`config.mk`:
```
export PLATFORM = sky130hd
export DESIGN_NAME = averager_reader_flat
export DESIGN_NICKNAME = d
export VERILOG_FILES = /design/src/rtl/averager_reader_if.sv /design/src/rtl/averager_reader.sv /design/src/flat_wrapper.sv
export SDC_FILE = /design/constraint.sdc
export NUM_CORES = 1
export LEC_CHECK = 0
export ABC_AREA = 1
export BUFFER_PORTS_ARGS = -buffer_cell sky130_fd_sc_hd__buf_4
export CORE_MARGIN = 3
export CORE_UTILIZATION = 55
export CTS_CLUSTER_SIZE = 12
export DETAILED_ROUTE_END_ITERATION = 7
export PLACE_DENSITY = 0.74
export REMOVE_ABC_BUFFERS = 1
export SYNTH_ARGS = -nofsm -noshare
export SYNTH_HDL_FRONTEND = slang
export SYNTH_SLANG_ARGS = --single-unit
```
`constraint.sdc`:
```
create_clock -name clk -period 19.7 [get_ports clk]
set_input_delay 4.925 -clock clk [delete_from_list [all_inputs] [get_ports clk]]
set_output_delay 4.925 -clock clk [all_outputs]
set_load 0.01 [all_outputs]
```
`src/rtl/averager_reader_if.sv`:
```
// AXI4-Stream channel carrying the averager readout.
//   tdata  : stream payload
//   tvalid : payload valid
//   tready : sink ready
//   tlast  : final word of a frame
// master drives tdata/tvalid/tlast; slave drives tready.
interface averager_reader_if #(
  parameter int unsigned DATA_WIDTH = 32
) ();
  logic [DATA_WIDTH-1:0] tdata;
  logic                  tvalid;
  logic                  tready;
  logic                  tlast;

  modport master (output tdata, output tvalid, output tlast, input tready);
  modport slave  (input tdata, input tvalid, input tlast, output tready);
endinterface

```
`src/rtl/averager_reader.sv`:
```
// Readout engine for the averager accumulation BRAM: sweeps words
// 0..count_max through the second BRAM port and streams them out with
// backpressure, latching n_avg alongside the frame.
//   clk, rst          : clock, async active-high reset
//   start, avg_ready  : frame request, averager ready
//   count_max         : last word index of the frame
//   n_avg_in / n_avg  : averaging count in / latched at start
//   bram_addr/en/rdata: BRAM read port (byte address, enable, data)
//   m_axis            : AXI4-Stream master
//   busy, done        : readout in progress, end-of-frame pulse
//   overrun           : sticky, avg_ready dropped during readout
module averager_reader #(
  parameter int unsigned FAST_COUNT_WIDTH = 13,
  parameter int unsigned SLOW_COUNT_WIDTH = 19,
  parameter int unsigned DATA_WIDTH       = 32,
  parameter int unsigned READ_LATENCY     = 2,
  parameter int unsigned FIFO_DEPTH       = 8
) (
  input  logic                        clk,
  input  logic                        rst,
  input  logic                        start,
  input  logic                        avg_ready,
  input  logic [FAST_COUNT_WIDTH-1:0] count_max,
  input  logic [SLOW_COUNT_WIDTH-1:0] n_avg_in,
  output logic [FAST_COUNT_WIDTH+1:0] bram_addr,
  output logic                        bram_en,
  input  logic [DATA_WIDTH-1:0]       bram_rdata,
  averager_reader_if.master           m_axis,
  output logic [SLOW_COUNT_WIDTH-1:0] n_avg,
  output logic                        busy,
  output logic                        done,
  output logic                        overrun
);

  // Index is one bit wider than the word index so a full-scale frame
  // terminates the <= compare without wrapping.
  localparam int unsigned IDX_W = FAST_COUNT_WIDTH + 1;
  localparam int unsigned PTR_W = $clog2(FIFO_DEPTH);
  localparam int unsigned CNT_W = $clog2(FIFO_DEPTH + 1);
  localparam int unsigned SUM_W = CNT_W + 1;

  typedef enum logic [1:0] {IDLE, READ, DRAIN} state_t;

  state_t                      state, state_next;
  logic [FAST_COUNT_WIDTH-1:0] cmax_reg;
  logic [IDX_W-1:0]            issue_idx;
  logic [IDX_W-1:0]            ret_idx;
  logic [READ_LATENCY-1:0]     vld_sr;
  logic [CNT_W-1:0]            in_flight;
  logic [CNT_W-1:0]            fifo_count;
  logic [DATA_WIDTH-1:0]       fifo_data [FIFO_DEPTH];
  logic                        fifo_last [FIFO_DEPTH];
  logic [PTR_W-1:0]            wr_ptr, rd_ptr;

  logic             accept, issue, done_set;
  logic             push, pop, ret_last;
  logic [SUM_W-1:0] occupancy;
  logic [IDX_W-1:0] cmax_ext;

  assign cmax_ext  = {1'b0, cmax_reg};
  assign occupancy = SUM_W'(in_flight) + SUM_W'(fifo_count);
  assign push      = vld_sr[READ_LATENCY-1];
  assign pop       = m_axis.tvalid && m_axis.tready;
  assign ret_last  = (ret_idx == cmax_ext);

  // Stream side is driven straight from the FIFO head.
  assign m_axis.tvalid = (fifo_count != '0);
  assign m_axis.tdata  = fifo_data[rd_ptr];
  assign m_axis.tlast  = fifo_last[rd_ptr];

  // State register.
  always_ff @(posedge clk or posedge rst) begin
    if (rst) state <= IDLE;
    else     state <= state_next;
  end

  // Next state and per-cycle controls; issue credit counts reads in
  // flight plus buffered words so the FIFO can never overflow.
  always_comb begin
    state_next = state;
    accept     = 1'b0;
    issue      = 1'b0;
    done_set   = 1'b0;
    case (state)
      IDLE: begin
        if (start && avg_ready) begin
          accept     = 1'b1;
          state_next = READ;
        end
      end
      READ: begin
        if ((issue_idx <= cmax_ext) && (occupancy < SUM_W'(FIFO_DEPTH))) begin
          issue = 1'b1;
          if (issue_idx == cmax_ext) state_next = DRAIN;
        end
      end
      DRAIN: begin
        if (pop && m_axis.tlast) begin
          done_set   = 1'b1;
          state_next = IDLE;
        end
      end
      default: state_next = IDLE;
    endcase
  end

  // Frame control, read issue and status flags.
  always_ff @(posedge clk or posedge rst) begin
    if (rst) begin
      cmax_reg  <= '0;
      n_avg     <= '0;
      issue_idx <= '0;
      bram_en   <= 1'b0;
      bram_addr <= '0;
      busy      <= 1'b0;
      done      <= 1'b0;
      overrun   <= 1'b0;
    end else begin
      bram_en <= issue;
      done    <= done_set;
      if (issue) begin
        bram_addr <= {issue_idx[FAST_COUNT_WIDTH-1:0], 2'b00};
        issue_idx <= issue_idx + IDX_W'(1);
      end
      if (accept) begin
        cmax_reg  <= count_max;
        n_avg     <= n_avg_in;
        issue_idx <= '0;
        busy      <= 1'b1;
        overrun   <= 1'b0;
      end else if (busy && !avg_ready) begin
        overrun <= 1'b1;
      end
      if (done_set) busy <= 1'b0;
    end
  end

  // Valid shift register aligned with bram_rdata.
  if (READ_LATENCY == 1) begin : g_sr1
    always_ff @(posedge clk or posedge rst) begin
      if (rst) vld_sr <= '0;
      else     vld_sr <= bram_en;
    end
  end else begin : g_srn
    always_ff @(posedge clk or posedge rst) begin
      if (rst) vld_sr <= '0;
      else     vld_sr <= {vld_sr[READ_LATENCY-2:0], bram_en};
    end
  end

  // Output FIFO plus in-flight and returned-word tracking.
  always_ff @(posedge clk or posedge rst) begin
    if (rst) begin
      for (int i = 0; i < int'(FIFO_DEPTH); i++) begin
        fifo_data[i] <= '0;
        fifo_last[i] <= 1'b0;
      end
      wr_ptr     <= '0;
      rd_ptr     <= '0;
      fifo_count <= '0;
      in_flight  <= '0;
      ret_idx    <= '0;
    end else begin
      if (accept) ret_idx <= '0;
      if (push) begin
        fifo_data[wr_ptr] <= bram_rdata;
        fifo_last[wr_ptr] <= ret_last;
        wr_ptr            <= wr_ptr + PTR_W'(1);
        ret_idx           <= ret_idx + IDX_W'(1);
      end
      if (pop) rd_ptr <= rd_ptr + PTR_W'(1);
      fifo_count <= fifo_count + CNT_W'(push) - CNT_W'(pop);
      in_flight  <= in_flight + CNT_W'(issue) - CNT_W'(push);
    end
  end

endmodule

```
`src/flat_wrapper.sv`:
```
// flat-port wrapper written by rule: the top's interface ports become plain ports
module averager_reader_flat 
#(
  parameter int unsigned FAST_COUNT_WIDTH = 13,
  parameter int unsigned SLOW_COUNT_WIDTH = 19,
  parameter int unsigned DATA_WIDTH       = 32,
  parameter int unsigned READ_LATENCY     = 2,
  parameter int unsigned FIFO_DEPTH       = 8
)
  (clk, rst, start, avg_ready, count_max, n_avg_in, bram_addr, bram_en, bram_rdata, n_avg, busy, done, overrun, m_axis_tdata, m_axis_tvalid, m_axis_tlast, m_axis_tready);
  averager_reader_if #(.DATA_WIDTH(DATA_WIDTH)) m_axis_i ();
  input  logic clk;
  input  logic rst;
  input  logic start;
  input  logic avg_ready;
  input  logic [FAST_COUNT_WIDTH-1:0] count_max;
  input  logic [SLOW_COUNT_WIDTH-1:0] n_avg_in;
  output logic [FAST_COUNT_WIDTH+1:0] bram_addr;
  output logic bram_en;
  input  logic [DATA_WIDTH-1:0] bram_rdata;
  output logic [SLOW_COUNT_WIDTH-1:0] n_avg;
  output logic busy;
  output logic done;
  output logic overrun;
  output wire logic [$bits(m_axis_i.tdata)-1:0] m_axis_tdata;
  output wire logic [$bits(m_axis_i.tvalid)-1:0] m_axis_tvalid;
  output wire logic [$bits(m_axis_i.tlast)-1:0] m_axis_tlast;
  input wire logic [$bits(m_axis_i.tready)-1:0] m_axis_tready;
  assign m_axis_tdata = m_axis_i.tdata;
  assign m_axis_tvalid = m_axis_i.tvalid;
  assign m_axis_tlast = m_axis_i.tlast;
  assign m_axis_i.tready = m_axis_tready;
  averager_reader #(.FAST_COUNT_WIDTH(FAST_COUNT_WIDTH), .SLOW_COUNT_WIDTH(SLOW_COUNT_WIDTH), .DATA_WIDTH(DATA_WIDTH), .READ_LATENCY(READ_LATENCY), .FIFO_DEPTH(FIFO_DEPTH)) u_core (.clk(clk), .rst(rst), .start(start), .avg_ready(avg_ready), .count_max(count_max), .n_avg_in(n_avg_in), .bram_addr(bram_addr), .bram_en(bram_en), .bram_rdata(bram_rdata), .m_axis(m_axis_i), .n_avg(n_avg), .busy(busy), .done(done), .overrun(overrun));
endmodule
```
# == Word-level counts from Yosys, hierarchy flattened ==
# Cells that the tools add are included.
# Widths: inputs -> output; s select.
# totals
regBits,359
latch_bits,0
mem_bits_rw,0
romBits,0
input_bits,69
elab_cells,100
mem_count,0
# op_classes
n_addsub,9
multipliers,0
n_div,0
order_cmp,5
n_eq_ne,8
shifts,0
n_mux,31
bitwise_logic,2
n_reduce_logical,14
# op_table
operator,n
$bwmux 256,1
$bmux 32 s3,1
$demux 32 s3,1
$mux 32,3
$mux 14,4
$add 14x1->14 const B,2
$eq 14x13->1,2
$le 14x13->1,1
$mux 1,13
$add 4x1->4,2
$bwmux 8,1
$ge 4x4->1 const B,2
$mux 2,4
$ne 2x1->1 const B,4
$not 3->4,2
$reduce_bool 2->1,4
$sub 4x1->4,2
$add 3x1->3 const B,2
$logic_and 1x1->1,6
$pmux 2 s3,1
$add 4x4->5,1
$lt 5x4->1 const B,1
$lt 4x1->1 const B,1
$reduce_and 4->1,1
other kinds (7),7

# == Logic depth before layout (Yosys ltp) ==
# Gate-level depths: netlist of the first run.
# depth
ltp_word,8
mapped_depth,16

# == Least setup slack after synthesis of the first run ==
# OpenSTA, ideal clock, no wires.
# synth_path
path_type,reg2out
from,register u_core.rd_ptr[0]
to,output m_axis_tdata[14]
arrival_ps,1427
required_time_ps,14775
path_slack_ps,13348
stages_incl_launch_ff,9
n_path_buf,3
cell_sequence,dfrtp_1 -> buf_4 -> inv_2 -> buf_4 -> buf_4 -> nor2_1 -> o22ai_1 -> nor2_1 -> a31oi_1
# synth_via
elab_chain_len,4
# synth_lines
element,line,rtl
from (decl),averager_reader.sv:53,"logic [PTR_W-1:0] wr_ptr, rd_ptr;"
from (signal assigned),averager_reader.sv:171,if (pop) rd_ptr <= rd_ptr + PTR_W'(1);
$not 3->4 (not written as such),averager_reader.sv:68,assign m_axis.tdata = fifo_data[rd_ptr];
$bmux 32 s3,averager_reader.sv:68,
$mux 32 (not written as such) (2 in a row),averager_reader.sv:68,
to (decl),flat_wrapper.sv:25,output wire logic [$bits(m_axis_i.tdata)-1:0] m_axis_tdata;
# No other way between the ends. The select of a mux whose other input is x is not followed.

# == Final worst setup path of the first run ==
# layout_path
from,register u_core.rd_ptr[0]
to,output m_axis_tdata[8]
# The elaborated chain is that of the path after synthesis.

==> impl_summary.txt, run 1 <==
----------------------------------------------------
[Synthesis]
  Post-synthesis cell type count ... 41
  Total number of yosys warnings ... 0
  FF+latch count, synth ... 359
  Ranking of synthesized cells by area ... dfrtp_1 54%, o21ai_0 12%, nand2_1 11%
  Area share of the largest cell type after synthesis ... 0.540
  Fraction of the yosys area taken by sequential cells ... 0.540
  Mean post-synth cell area ... 8.41 um^2
  Number of standard cells after synthesis ... 1979
  Post-Synthesis Cell Area ... 0.0166 mm^2
  Cell taking the most area after synthesis ... dfrtp_1

[Layout]
  Area growth syn-to-layout ... 14.1%
  Top reg by flops ... u_core.fifo_data
  Share of cells above drive strength 1 ... 0.126
  Commonest cells after routing, fill and taps aside ... 476 x nand2_1, 384 x o21ai_0, 356 x dfrtp_1
  Utilization after layout ... 0.639
  Most common cell after layout, fill and taps aside ... nand2_1
  Final net count ... 2154
  Max reg flops ... 256
  Filler instances ... 2547
  Largest registers ... u_core.fifo_data x256, u_core.n_avg x19
  Antenna fix cells ... 0

[Clock network]
  Clock tree from TritonCTS ... yes
  Sinks on Clock Net ... 359
  Post-CTS setup repair buffer count ... 0
  Number of gates given a new drive strength after cts ... 0
  Number of clock buffers inserted by TritonCTS ... 39
  Clock tree root buffer cell ... clkbuf_16
  Reg clk slew, reported paths ... 0.06 ns
  Cts-stage hold buffer count ... 0
  Max Buffers Root-to-Sink ... 3
  Clock Latency Late Sink ... 0.53 ns
  Level count of the clock H-tree ... 2

[Timing]
  Setup tns final ... 0 ns
  Final-report setup violation count ... 0
  Max Clk Rate ... approximately 120 MHz
  Slew Limit Headroom ... 0.299
  Setup Skew ... 0.0214 ns
  Clock period minus worst slack ... 8.21 ns
  Max-slew violation count ... 0
  Slew at the pin closest to its max-slew limit ... 1.05 ns
  Setup repair after global routing missed its margin ... no
  Final hold violation count ... 0
  Share of the clock period used by the worst path ... 0.417

[Detailed routing]
  Detailed-route wire length per cell ... around 16 um
  DRT Pass-1 Iters ... 6
  Total routed wirelength ... around 40000 um
  Iteration-0 DRC count of the detailed router ... 1084
  Drt via density ... approximately 5.5
  Final routed DRC violation total ... 0
  Residual antenna-violating net count after detailed routing ... 0
  Via count ... 13600

[Global routing]
  Overall global routing resource usage ... 0.244
  Antenna violations before repair ... 0
  Via count of the first global-routing pass ... 13500
  Wire length of the first global-routing pass ... 66800 um
  Pin count of the biggest net entering global routing ... 193
  Overflow after GRT ... 0

[Setup path]
  Element type at the critical path start ... flip-flop
  Most used cell, CP ... buf_4
  List of cells traversed by the critical path ... buf_4 -> o21ai_0 -> o22ai_1 -> nor2_1 -> a31oi_1 -> buf_4
  Critical path arrival ... ~3.3 ns
  Startpoint-to-endpoint class of the critical path ... flip-flop to output pin
  Slack of the worst reg-to-reg path ... 16.81 ns
  Critical path capture point type ... output pin
  Critical-path cell with the highest stage delay ... dfrtp_4
  RR Startpoint ... u_core.rd_ptr[0]
  Peak per-stage delay on the critical path ... approximately 0.95 ns
  Peak fanout along the critical path ... between 80 and 90
  Data required, critical path ... 14.78 ns
  Endpoint of the worst register-to-register path ... u_core.busy
  Number of cells on the worst reg-to-reg path ... 8

[Floorplan]
  Placement Rows ... 63
  Number of I/O pins ... approximately 140
  Std-Cell Core Area ... 0.0297 mm^2
  Starting density of the core ... 0.560
  Area of the die ... around 0.032 mm^2
  Horizontal extent of the die ... around 180 um
  Die extent in y ... about 180 um

[Worst hold path]
  Cell count of the worst hold path ... 0
  Worst Hold Endpoint ... u_core.vld_sr[1]
  Hold path startpoint ... u_core.vld_sr[0]
  Worst hold-check path type ... flip-flop to flip-flop

[Placement]
  Number of buffer cells added on primary ports ... 138
  GP Congestion ... around 0.84
  Detailed placement HPWL ... 22900 um

[Power]
  Leakage power of the design ... 0.00927 uW
  Worst IR drop on VDD ... 0.000105 V
  Total power density per cell area ... 168 mW/mm^2

[Job]
  Max-cap violations ... 0

[Status]
  Result of the run ... finished clean

----------------------------------------------------
synth_stat cells:
| library cell | number |
|---|---|
| buf_4 | 7 |
| nand2_4 | 8 |
| o22ai_1 | 34 |
| nor4_1 | 1 |
| a21boi_0 | 1 |
| nor2_2 | 4 |
| o31a_1 | 1 |
| o21a_1 | 1 |
| conb_1 | 1 |
| nand3_1 | 36 |
| a31oi_1 | 33 |
| clkinv_1 | 1 |
| nand2_1 | 482 |
| nand3_4 | 1 |
| o21ai_2 | 7 |
| xor2_1 | 13 |
| clkbuf_1 | 64 |
| o211ai_1 | 34 |
| a21oi_1 | 16 |
| o21ai_0 | 384 |
| o41ai_1 | 1 |
| a22oi_1 | 3 |
| ha_1 | 29 |
| nor2_1 | 211 |
| inv_2 | 11 |
| fa_1 | 2 |
| buf_1 | 17 |
| nor3_2 | 1 |
| o311ai_0 | 1 |
| buf_2 | 31 |
| inv_1 | 143 |
| xnor2_1 | 7 |
| nand3_2 | 1 |
| o21ai_1 | 4 |
| nor3_1 | 11 |
| buf_12 | 2 |
| dfrtp_1 | 359 |
| nand4_1 | 10 |
| nand2_2 | 2 |
| buf_8 | 1 |
| nor2_4 | 3 |
worst max-delay path: cells and delay by family (launching register included):
kind,cells,cell delay (ns)
buffers and inverters,2,1.01
flip-flops,1,0.95
AO/OA/AOI/OAI,3,0.71
AND/OR/NAND/NOR,1,0.06
per-stage QoR:
| step | setup slack, ns | hold WS [ns] | power [uW] | area [um^2] | instances |
|---|---|---|---|---|---|
| 4_1_cts | 11.51 | 0.349 | 3220 | 19000 | 2470 |
| 3_3_place_gp | 12.04 | 0.335 | 2460 | 17800 | 2403 |
| 3_5_place_dp | 12.06 | 0.336 | 2510 | 17800 | 2403 |
| 2_1_floorplan | 4.81 | 0.331 | 2060 | 16100 | 1858 |
| 5_1_grt | 11.31 | 0.356 | 3460 | 19000 | 2470 |
| 6_report | 11.49 | 0.347 | 3200 | 19000 | 2470 |
how the worst max path moves through the flow:
| stage | start | endpoint |
|---|---|---|
| floorplan | rst | u_core.bram_addr[10] |
| global placement | u_core.rd_ptr[0] | m_axis_tdata[3] |
| detailed placement | u_core.rd_ptr[0] | m_axis_tdata[3] |
| CTS | u_core.rd_ptr[0] | m_axis_tdata[3] |
| global route | u_core.rd_ptr[0] | m_axis_tdata[3] |
| finish | u_core.rd_ptr[0] | m_axis_tdata[8] |
area by class of cell:
| type | instances | area [um^2] | share of cell area |
|---|---|---|---|
| flip-flops and latches | 359 | 8990 | 0.474 |
| multi-input cells | 1344 | 6540 | 0.344 |
| repair buffers | 155 | 1180 | 0.0619 |
| clock buffers | 60 | 1160 | 0.0614 |
| inverters | 155 | 589 | 0.0310 |
| well taps | 390 | 488 | 0.0257 |
| clock inverters | 7 | 38.8 | 0.00204 |
metal layers:
layer  wire, um  track usage  vias to the layer above
li1           -            -                     6624
met3       2260       0.0358                       73
met2      18800        0.406                      432
met4        931       0.0699                        0
met5          0            0                        -
met1      17700        0.336                     6474
where the power goes:
group	internal (uW)	total (uW)	switching (uW)	leakage [uW]
Combinational	500	1230	730	0.00465
Clock	405	691	286	0.000599
Sequential	1050	1280	223	0.00402
logic make-up after synthesis:
logic type	Yosys count	synth area share
flops	359	0.540
buf+inv	277	0.0690
xor+xnor	20	0.0105
compound gates	520	0.170
fa+ha+maj	31	0.0242
other cells	1	0.000225
simple gates	771	0.187
Power figures use the tool's default switching activity.
==> run 2, diff against run 1 <==
--- a/config.mk
+++ b/config.mk
@@ -8,10 +8,10 @@
 export ABC_AREA = 1
 export BUFFER_PORTS_ARGS = -buffer_cell sky130_fd_sc_hd__buf_4
 export CORE_MARGIN = 3
-export CORE_UTILIZATION = 55
+export CORE_UTILIZATION = 54
 export CTS_CLUSTER_SIZE = 12
 export DETAILED_ROUTE_END_ITERATION = 7
-export PLACE_DENSITY = 0.74
+export PLACE_DENSITY = 0.76
 export REMOVE_ABC_BUFFERS = 1
 export SYNTH_ARGS = -nofsm -noshare
 export SYNTH_HDL_FRONTEND = slang
==> constraint.sdc (replaced) <==
create_clock -name clk -period 7.1 [get_ports clk]
set_input_delay 1.775 -clock clk [delete_from_list [all_inputs] [get_ports clk]]
set_output_delay 1.775 -clock clk [all_outputs]
set_load 0.01 [all_outputs]
==> run 2 against run 1 <==
  * Cell area is 0.46% higher
  * Final cell count grew 0.20%
  * Via count grew 0.75%
  * Wire length shrank 0.33%
  * Clock skew increased by 0.0042 ns
  * Utilization shrank 0.38 points
  * Critical path type unchanged
  * Largest power group unchanged
==> impl_summary.txt, run 2 (same netlist as run 1, synthesis figures left out) <==
----------------------------------------------------
[Clock network]
  Post-CTS setup repair buffer count ... 0 (unchanged)
  Sinks on Clock Net ... 359 (unchanged)
  Cts-stage hold buffer count ... 0 (unchanged)
  Level count of the clock H-tree ... 2 (unchanged)
  Reg clk slew, reported paths ... 0.06 ns (about the same)
  Clock Latency Late Sink ... 0.54 ns (was 0.53 ns)
  Max Buffers Root-to-Sink ... 3 (unchanged)
  Number of clock buffers inserted by TritonCTS ... 40 (was 39)
  Number of gates given a new drive strength after cts ... 0 (unchanged)
  Clock tree root buffer cell ... clkbuf_16 (unchanged)
  Clock tree from TritonCTS ... yes (unchanged)

[Detailed routing]
  Residual antenna-violating net count after detailed routing ... 0 (unchanged)
  Met2 routed WL ... 19000 um (was 18800 um)
  Met3 routed wirelength ... 2390 um (was 2260 um)
  DRT Pass-1 Iters ... 7 (was 6)
  Iteration-0 DRC count of the detailed router ... 1148 (was 1084)
  Via count ... 13700 (was 13600)
  Total routed wirelength ... 39600 um (was 39700 um)
  Final routed DRC violation total ... 0 (unchanged)
  Drt via density ... 5.54 (was 5.51)
  Detailed-route wire length per cell ... 16.0 um (was 16.1 um)
  Highest routed layer ... met4 (unchanged)
  Metal-1 WL ... 17200 um (was 17700 um)

[Setup path]
  Critical path capture point type ... output pin (unchanged)
  Element type at the critical path start ... flip-flop (unchanged)
  Critical path arrival ... 3.66 ns (was 3.28 ns)
  Critical Path Source ... u_core.rd_ptr[0] (unchanged)
  Delay-heaviest family, CP ... buffers and inverters (unchanged)
  Buffers and inverters on the worst path ... 3 (was 2)
  Most used cell, CP ... buf_4 (unchanged)
  List of cells traversed by the critical path ... inv_2 -> buf_4 -> o21ai_0 -> o22ai_1 -> nor2_1 -> a31oi_1 -> buf_4 (was buf_4 -> o21ai_0 -> o22ai_1 -> nor2_1 -> a31oi_1 -> buf_4)
  RR Startpoint ... u_core.rd_ptr[0] (unchanged)
  Data required, critical path ... 5.33 ns (was 14.78 ns)
  Startpoint-to-endpoint class of the critical path ... flip-flop to output pin (unchanged)
  Peak per-stage delay on the critical path ... 0.93 ns (was 0.95 ns)
  Peak fanout along the critical path ... 103 (was 89)
  Critical-path cell with the highest stage delay ... inv_2 (was dfrtp_4)

[Layout]
  Commonest cells after routing, fill and taps aside ... 476 x nand2_1, 384 x o21ai_0, 356 x dfrtp_1 (unchanged)
  Multi-input logic area ... 0.00654 mm^2 (unchanged)
  Most common cell after layout, fill and taps aside ... nand2_1 (unchanged)
  Register area ... 0.00899 mm^2 (about the same)
  Layout Cells excl Fill ... 2475 (was 2470)
  Area growth syn-to-layout ... 14.6% (was 14.1%)
  Final net count ... 2156 (was 2154)
  Share of cells above drive strength 1 ... 0.127 (was 0.126)
  Top reg by flops ... u_core.fifo_data (unchanged)
  Filler instances ... 2499 (was 2547)
  Antenna fix cells ... 0 (unchanged)
  Largest registers ... u_core.fifo_data x256, u_core.n_avg x19 (unchanged)
  Max reg flops ... 256 (unchanged)

[Status]
  Result of the run ... finished clean (unchanged)

[Floorplan]
  Horizontal extent of the die ... 182 um (was 180 um)
  Placement Rows ... 63 (unchanged)
  Number of I/O pins ... 141 (unchanged)
  Die extent in y ... 182 um (was 180 um)
  Area of the die ... 0.0330 mm^2 (was 0.0324 mm^2)
  Std-Cell Core Area ... 0.0300 mm^2 (was 0.0297 mm^2)
  Starting density of the core ... 0.554 (was 0.560)

[Timing]
  Slew at the pin closest to its max-slew limit ... 1.13 ns (was 1.05 ns)
  Max-slew violation count ... 0 (unchanged)
  Final hold violation count ... 0 (unchanged)
  Setup Skew ... 0.0256 ns (was 0.0214 ns)
  Clock period minus worst slack ... 5.44 ns
  Final Hold Slack ... 0.356 ns (was 0.347 ns)
  Setup repair after global routing missed its margin ... no (unchanged)
  Final-report setup violation count ... 0 (unchanged)
  Slew Limit Headroom ... 0.248 (was 0.299)
  Max Clk Rate ... 184 MHz
  Share of the clock period used by the worst path ... 0.766

[Global routing]
  Via count of the first global-routing pass ... 13300 (was 13500)
  Overall global routing resource usage ... 0.238 (was 0.244)
  Pin count of the biggest net entering global routing ... 162 (was 193)
  Overflow after GRT ... 0 (unchanged)
  Antenna violations before repair ... 0 (unchanged)
  Wire length of the first global-routing pass ... 66200 um (was 66800 um)

[Placement]
  Detailed placement HPWL ... 24000 um (was 22900 um)
  Number of buffer cells added on primary ports ... 138 (unchanged)
  Total instance count after detailed placement ... 2404 (was 2403)
  GP Congestion ... 0.828 (was 0.836)

[Power]
  Worst IR drop on VDD ... 0.000266 V (was 0.000105 V)
  Leakage power of the design ... 0.00930 uW (was 0.00927 uW)
  Total power density per cell area ... 470 mW/mm^2 (was 168 mW/mm^2)
  Power, Total ... 8970 uW (was 3200 uW)

[Worst hold path]
  Worst hold-check path type ... flip-flop to flip-flop (unchanged)
  Hold path startpoint ... u_core.vld_sr[0] (unchanged)

[Job]
  Max-cap violations ... 0 (unchanged)

----------------------------------------------------
-- run 2: cell types whose count changed in the layout (fill, tap and decap cells not counted), moves of 2 or more --
cell / delta
bufinv_16: +2
clkbuf_1: +3
clkbuf_16: +2
clkbuf_8: -4
-- run 2: stage by stage --
| step | instance area [um^2] | utilization | worst slack [ns] | setup TNS, ns |
|---|---|---|---|---|
| floorplan | 16100 | - | -4.64 | -1664.68 |
| global placement | 17800 | 0.592 | 2.29 | 0 |
| detailed placement | 17800 | 0.592 | 2.24 | 0 |
| CTS | 19100 | 0.635 | 1.69 | 0 |
| global route | 19100 | 0.635 | 1.47 | 0 |
| finish | 19100 | 0.635 | 1.66 | 0 |
-- run 2: worst paths after layout --
path	to	slack [ns]	depth (start not counted)
worst max-delay path	m_axis_tdata[0]	1.66	7
worst min-delay path	u_core.vld_sr[1]	0.36	0
worst max register to register	u_core.busy	4.18	8
worst min register to register	u_core.vld_sr[1]	0.36	0
max in group asynchronous	u_core.fifo_data[140]	4.17	3
min in group asynchronous	u_core.fifo_data[36]	1.49	2
-- run 2: per-layer routing --
layer,up-vias,track usage
met5,-,0
met4,0,0.0609
met3,68,0.0425
met2,456,0.398
met1,6559,0.326
li1,6622,-
-- run 2: area by class of cell --
| cell class | instances | area share |
|---|---|---|
| clock inverter | 10 | 0.00577 |
| sequential | 359 | 0.471 |
| multi-input combinational | 1344 | 0.343 |
| tap | 390 | 0.0256 |
| inverter | 155 | 0.0309 |
| timing repair buffer | 156 | 0.0621 |
| clock buffer | 61 | 0.0614 |
-- run 2: power breakdown --
group | total [uW] | switching [uW] | leakage, uW | internal [uW]
sequential | 3570 | 646 | 0.00402 | 2920
combinational | 3390 | 2000 | 0.00465 | 1390
clock | 2020 | 807 | 0.000628 | 1210
==> run 3, diff against run 2 <==
--- a/config.mk
+++ b/config.mk
@@ -8,10 +8,10 @@
 export ABC_AREA = 1
 export BUFFER_PORTS_ARGS = -buffer_cell sky130_fd_sc_hd__buf_4
 export CORE_MARGIN = 3
-export CORE_UTILIZATION = 54
+export CORE_UTILIZATION = 55
 export CTS_CLUSTER_SIZE = 12
 export DETAILED_ROUTE_END_ITERATION = 7
-export PLACE_DENSITY = 0.76
+export PLACE_DENSITY = 0.74
 export REMOVE_ABC_BUFFERS = 1
 export SYNTH_ARGS = -nofsm -noshare
 export SYNTH_HDL_FRONTEND = slang
==> constraint.sdc (replaced) <==
create_clock -name clk -period 5.55 [get_ports clk]
set_input_delay 1.3875 -clock clk [delete_from_list [all_inputs] [get_ports clk]]
set_output_delay 1.3875 -clock clk [all_outputs]
set_load 0.01 [all_outputs]
==> run 3 against run 2 <==
  * Cell area shrank 0.18%
  * Sequential power grew 26%
  * Final cell count is essentially flat
  * Clock skew shrank 0.0061 ns
  * Count of clock-buffer cells in the layout shrank 2
  * Via count shrank 0.72%
  * Non-clock buffer count grew 3
  * Wire length shrank 0.80%
  * Hold slack is essentially flat
  * Die area shrank 1.8%
  * Register-to-register slack lost 1.6 ns
  * Utilization grew 0.56 points
  * Largest cell class unchanged
  * Largest power group unchanged
==> impl_summary.txt, run 3 (same netlist as run 1, synthesis figures left out) <==
----------------------------------------------------
[Worst hold path]
  Worst hold-check path type ... flip-flop to flip-flop (unchanged)
  Cell count of the worst hold path ... 0 (unchanged)
  Worst Hold Endpoint ... u_core.vld_sr[1] (unchanged)
  Hold path startpoint ... u_core.vld_sr[0] (unchanged)

[Layout]
  Layout Cells excl Fill ... 2474 (was 2475)
  Share of cells above drive strength 1 ... 0.126 (was 0.127)
  Commonest cells after routing, fill and taps aside ... 476 x nand2_1, 384 x o21ai_0, 356 x dfrtp_1 (unchanged)
  Most common cell after layout, fill and taps aside ... nand2_1 (unchanged)
  Largest registers ... u_core.fifo_data x256, u_core.n_avg x19 (unchanged)
  Final non-filler cell area ... 0.0190 mm^2 (was 0.0191 mm^2)
  Top reg by flops ... u_core.fifo_data (unchanged)
  Area growth syn-to-layout ... 14.4% (was 14.6%)
  Antenna fix cells ... 0 (unchanged)
  Final net count ... 2158 (was 2156)
  Max reg flops ... 256 (unchanged)

[Detailed routing]
  Final routed DRC violation total ... 0 (unchanged)
  Total routed wirelength ... 39200 um (was 39600 um)
  Iteration-0 DRC count of the detailed router ... 1107 (was 1148)
  DRT Pass-1 Iters ... 5 (was 7)
  Via count ... 13600 (was 13700)
  Detailed-route wire length per cell ... 15.9 um (was 16.0 um)
  Residual antenna-violating net count after detailed routing ... 0 (unchanged)
  Drt via density ... 5.50 (was 5.54)

[Setup path]
  Critical-path cell with the highest stage delay ... buf_4 (was inv_2)
  Peak fanout along the critical path ... 107 (was 103)
  Data required, critical path ... 4.16 ns (was 5.33 ns)
  Slack of the worst reg-to-reg path ... 2.56 ns (was 4.18 ns)
  RR Startpoint ... u_core.rd_ptr[0] (unchanged)
  Endpoint of the worst register-to-register path ... u_core.busy (unchanged)
  Most used cell, CP ... buf_4 (unchanged)
  Peak per-stage delay on the critical path ... 0.88 ns (was 0.93 ns)
  Critical path arrival ... 3.30 ns (was 3.66 ns)
  Element type at the critical path start ... flip-flop (unchanged)
  Critical path capture point type ... output pin (unchanged)
  Startpoint-to-endpoint class of the critical path ... flip-flop to output pin (unchanged)
  List of cells traversed by the critical path ... buf_4 -> o21ai_0 -> o22ai_1 -> nor2_1 -> a31oi_1 -> buf_4 (was inv_2 -> buf_4 -> o21ai_0 -> o22ai_1 -> nor2_1 -> a31oi_1 -> buf_4)
  Number of cells on the worst reg-to-reg path ... 8 (unchanged)

[Timing]
  Final-report setup violation count ... 0 (unchanged)
  Slew Limit Headroom ... 0.259 (was 0.248)
  Setup tns final ... 0 ns (unchanged)
  Setup repair after global routing missed its margin ... no (unchanged)
  Share of the clock period used by the worst path ... 0.845
  Clock period minus worst slack ... between 4 and 5 ns
  Max-slew violation count ... 0 (unchanged)
  Setup Skew ... 0.0195 ns (was 0.0256 ns)
  Final Hold Slack ... 0.356 ns (about the same)
  Max Clk Rate ... 213 MHz
  Slew at the pin closest to its max-slew limit ... 1.11 ns (was 1.13 ns)
  Final hold violation count ... 0 (unchanged)

[Floorplan]
  Number of I/O pins ... 141 (unchanged)
  Std-Cell Core Area ... 0.0297 mm^2 (was 0.0300 mm^2)
  Area of the die ... 0.0324 mm^2 (was 0.0330 mm^2)
  Horizontal extent of the die ... 180 um (was 182 um)
  Starting density of the core ... 0.560 (was 0.554)
  Die extent in y ... 180 um (was 182 um)
  Placement Rows ... 63 (unchanged)

[Global routing]
  Wire length of the first global-routing pass ... 66600 um (was 66200 um)
  Antenna violations before repair ... 0 (unchanged)
  Via count of the first global-routing pass ... 13500 (was 13300)
  Overall global routing resource usage ... 0.244 (was 0.238)
  Pin count of the biggest net entering global routing ... 115 (was 162)
  Overflow after GRT ... 0 (unchanged)

[Clock network]
  Post-CTS setup repair buffer count ... 0 (unchanged)
  Clock tree from TritonCTS ... yes (unchanged)
  Clock tree root buffer cell ... clkbuf_16 (unchanged)
  Level count of the clock H-tree ... 2 (unchanged)
  Cts-stage hold buffer count ... 0 (unchanged)
  Number of clock buffers inserted by TritonCTS ... 39 (was 40)
  Number of gates given a new drive strength after cts ... 0 (unchanged)
  Sinks on Clock Net ... 359 (unchanged)
  Max Buffers Root-to-Sink ... 3 (unchanged)
  Reg clk slew, reported paths ... 0.06 ns (about the same)
  Clock Latency Late Sink ... 0.53 ns (was 0.54 ns)

[Placement]
  Detailed placement HPWL ... 23400 um (was 24000 um)
  GP Congestion ... 0.839 (was 0.828)
  Post-DP Area ... 0.0178 mm^2 (about the same)
  Total instance count after detailed placement ... 2407 (was 2404)
  Number of buffer cells added on primary ports ... 138 (unchanged)

[Power]
  Leakage power of the design ... 0.00929 uW (was 0.00930 uW)
  Total power density per cell area ... 596 mW/mm^2 (was 470 mW/mm^2)
  Worst IR drop on VDD ... 0.000338 V (was 0.000266 V)

[Status]
  Result of the run ... finished clean (unchanged)

[Job]
  Max-cap violations ... 0 (unchanged)

----------------------------------------------------
run 3: routing by layer:
metal,track usage,vias up,wire length [um]
met1,0.331,6587,17500
met4,0.0631,0,703
met5,0,-,0
met3,0.0338,49,1920
met2,0.417,349,19200
li1,-,6621,-
run 3: worst max-delay path by stage:
stage / startpoint / end / slack (ns)
final: u_core.rd_ptr[0] / m_axis_tdata[7] / 0.86
after global routing: u_core.rd_ptr[0] / m_axis_tdata[7] / 0.68
after CTS: u_core.rd_ptr[0] / m_axis_tdata[7] / 0.90
after detailed placement: u_core.rd_ptr[0] / m_axis_tdata[3] / 1.47
after global placement: u_core.rd_ptr[0] / m_axis_tdata[3] / 1.49
after floorplan: rst / u_core.bram_addr[10] / -5.80
run 3: area by class of cell:
| class | instances | area (um^2) |
|---|---|---|
| Inverter | 155 | 589 |
| Fill cell | 2526 | 10700 |
| Timing Repair Buffer | 159 | 1230 |
| Clock buffer | 59 | 1120 |
| Tap cell | 390 | 488 |
| Sequential cell | 359 | 8990 |
| Clock inverter | 8 | 80.1 |
| Multi-Input combinational cell | 1344 | 6540 |
run 3: report_power, final:
part           total [uW]  internal (uW)  switching, uW
Combinational        4390           1790           2610
Sequential           4500           3740            767
Clock                2450           1440           1010
Total               11300           6960           4380
run 3: worst max-delay path, delay by kind of cell, from the launching register on:
kind                   cells  cell delay (ns)
buffers and inverters      2             1.05
flip-flops                 1             0.83
AO/OA/AOI/OAI              3             0.71
AND/OR/NAND/NOR            1             0.07
run 3: metrics by stage:
step,util,total power [uW],setup WS (ns)
5_1_grt,0.641,12300,0.685
3_5_place_dp,0.600,8920,1.47
3_3_place_gp,0.600,8740,1.49
4_1_cts,0.641,11400,0.896
2_1_floorplan,-,7310,-5.80
6_report,0.641,11300,0.860
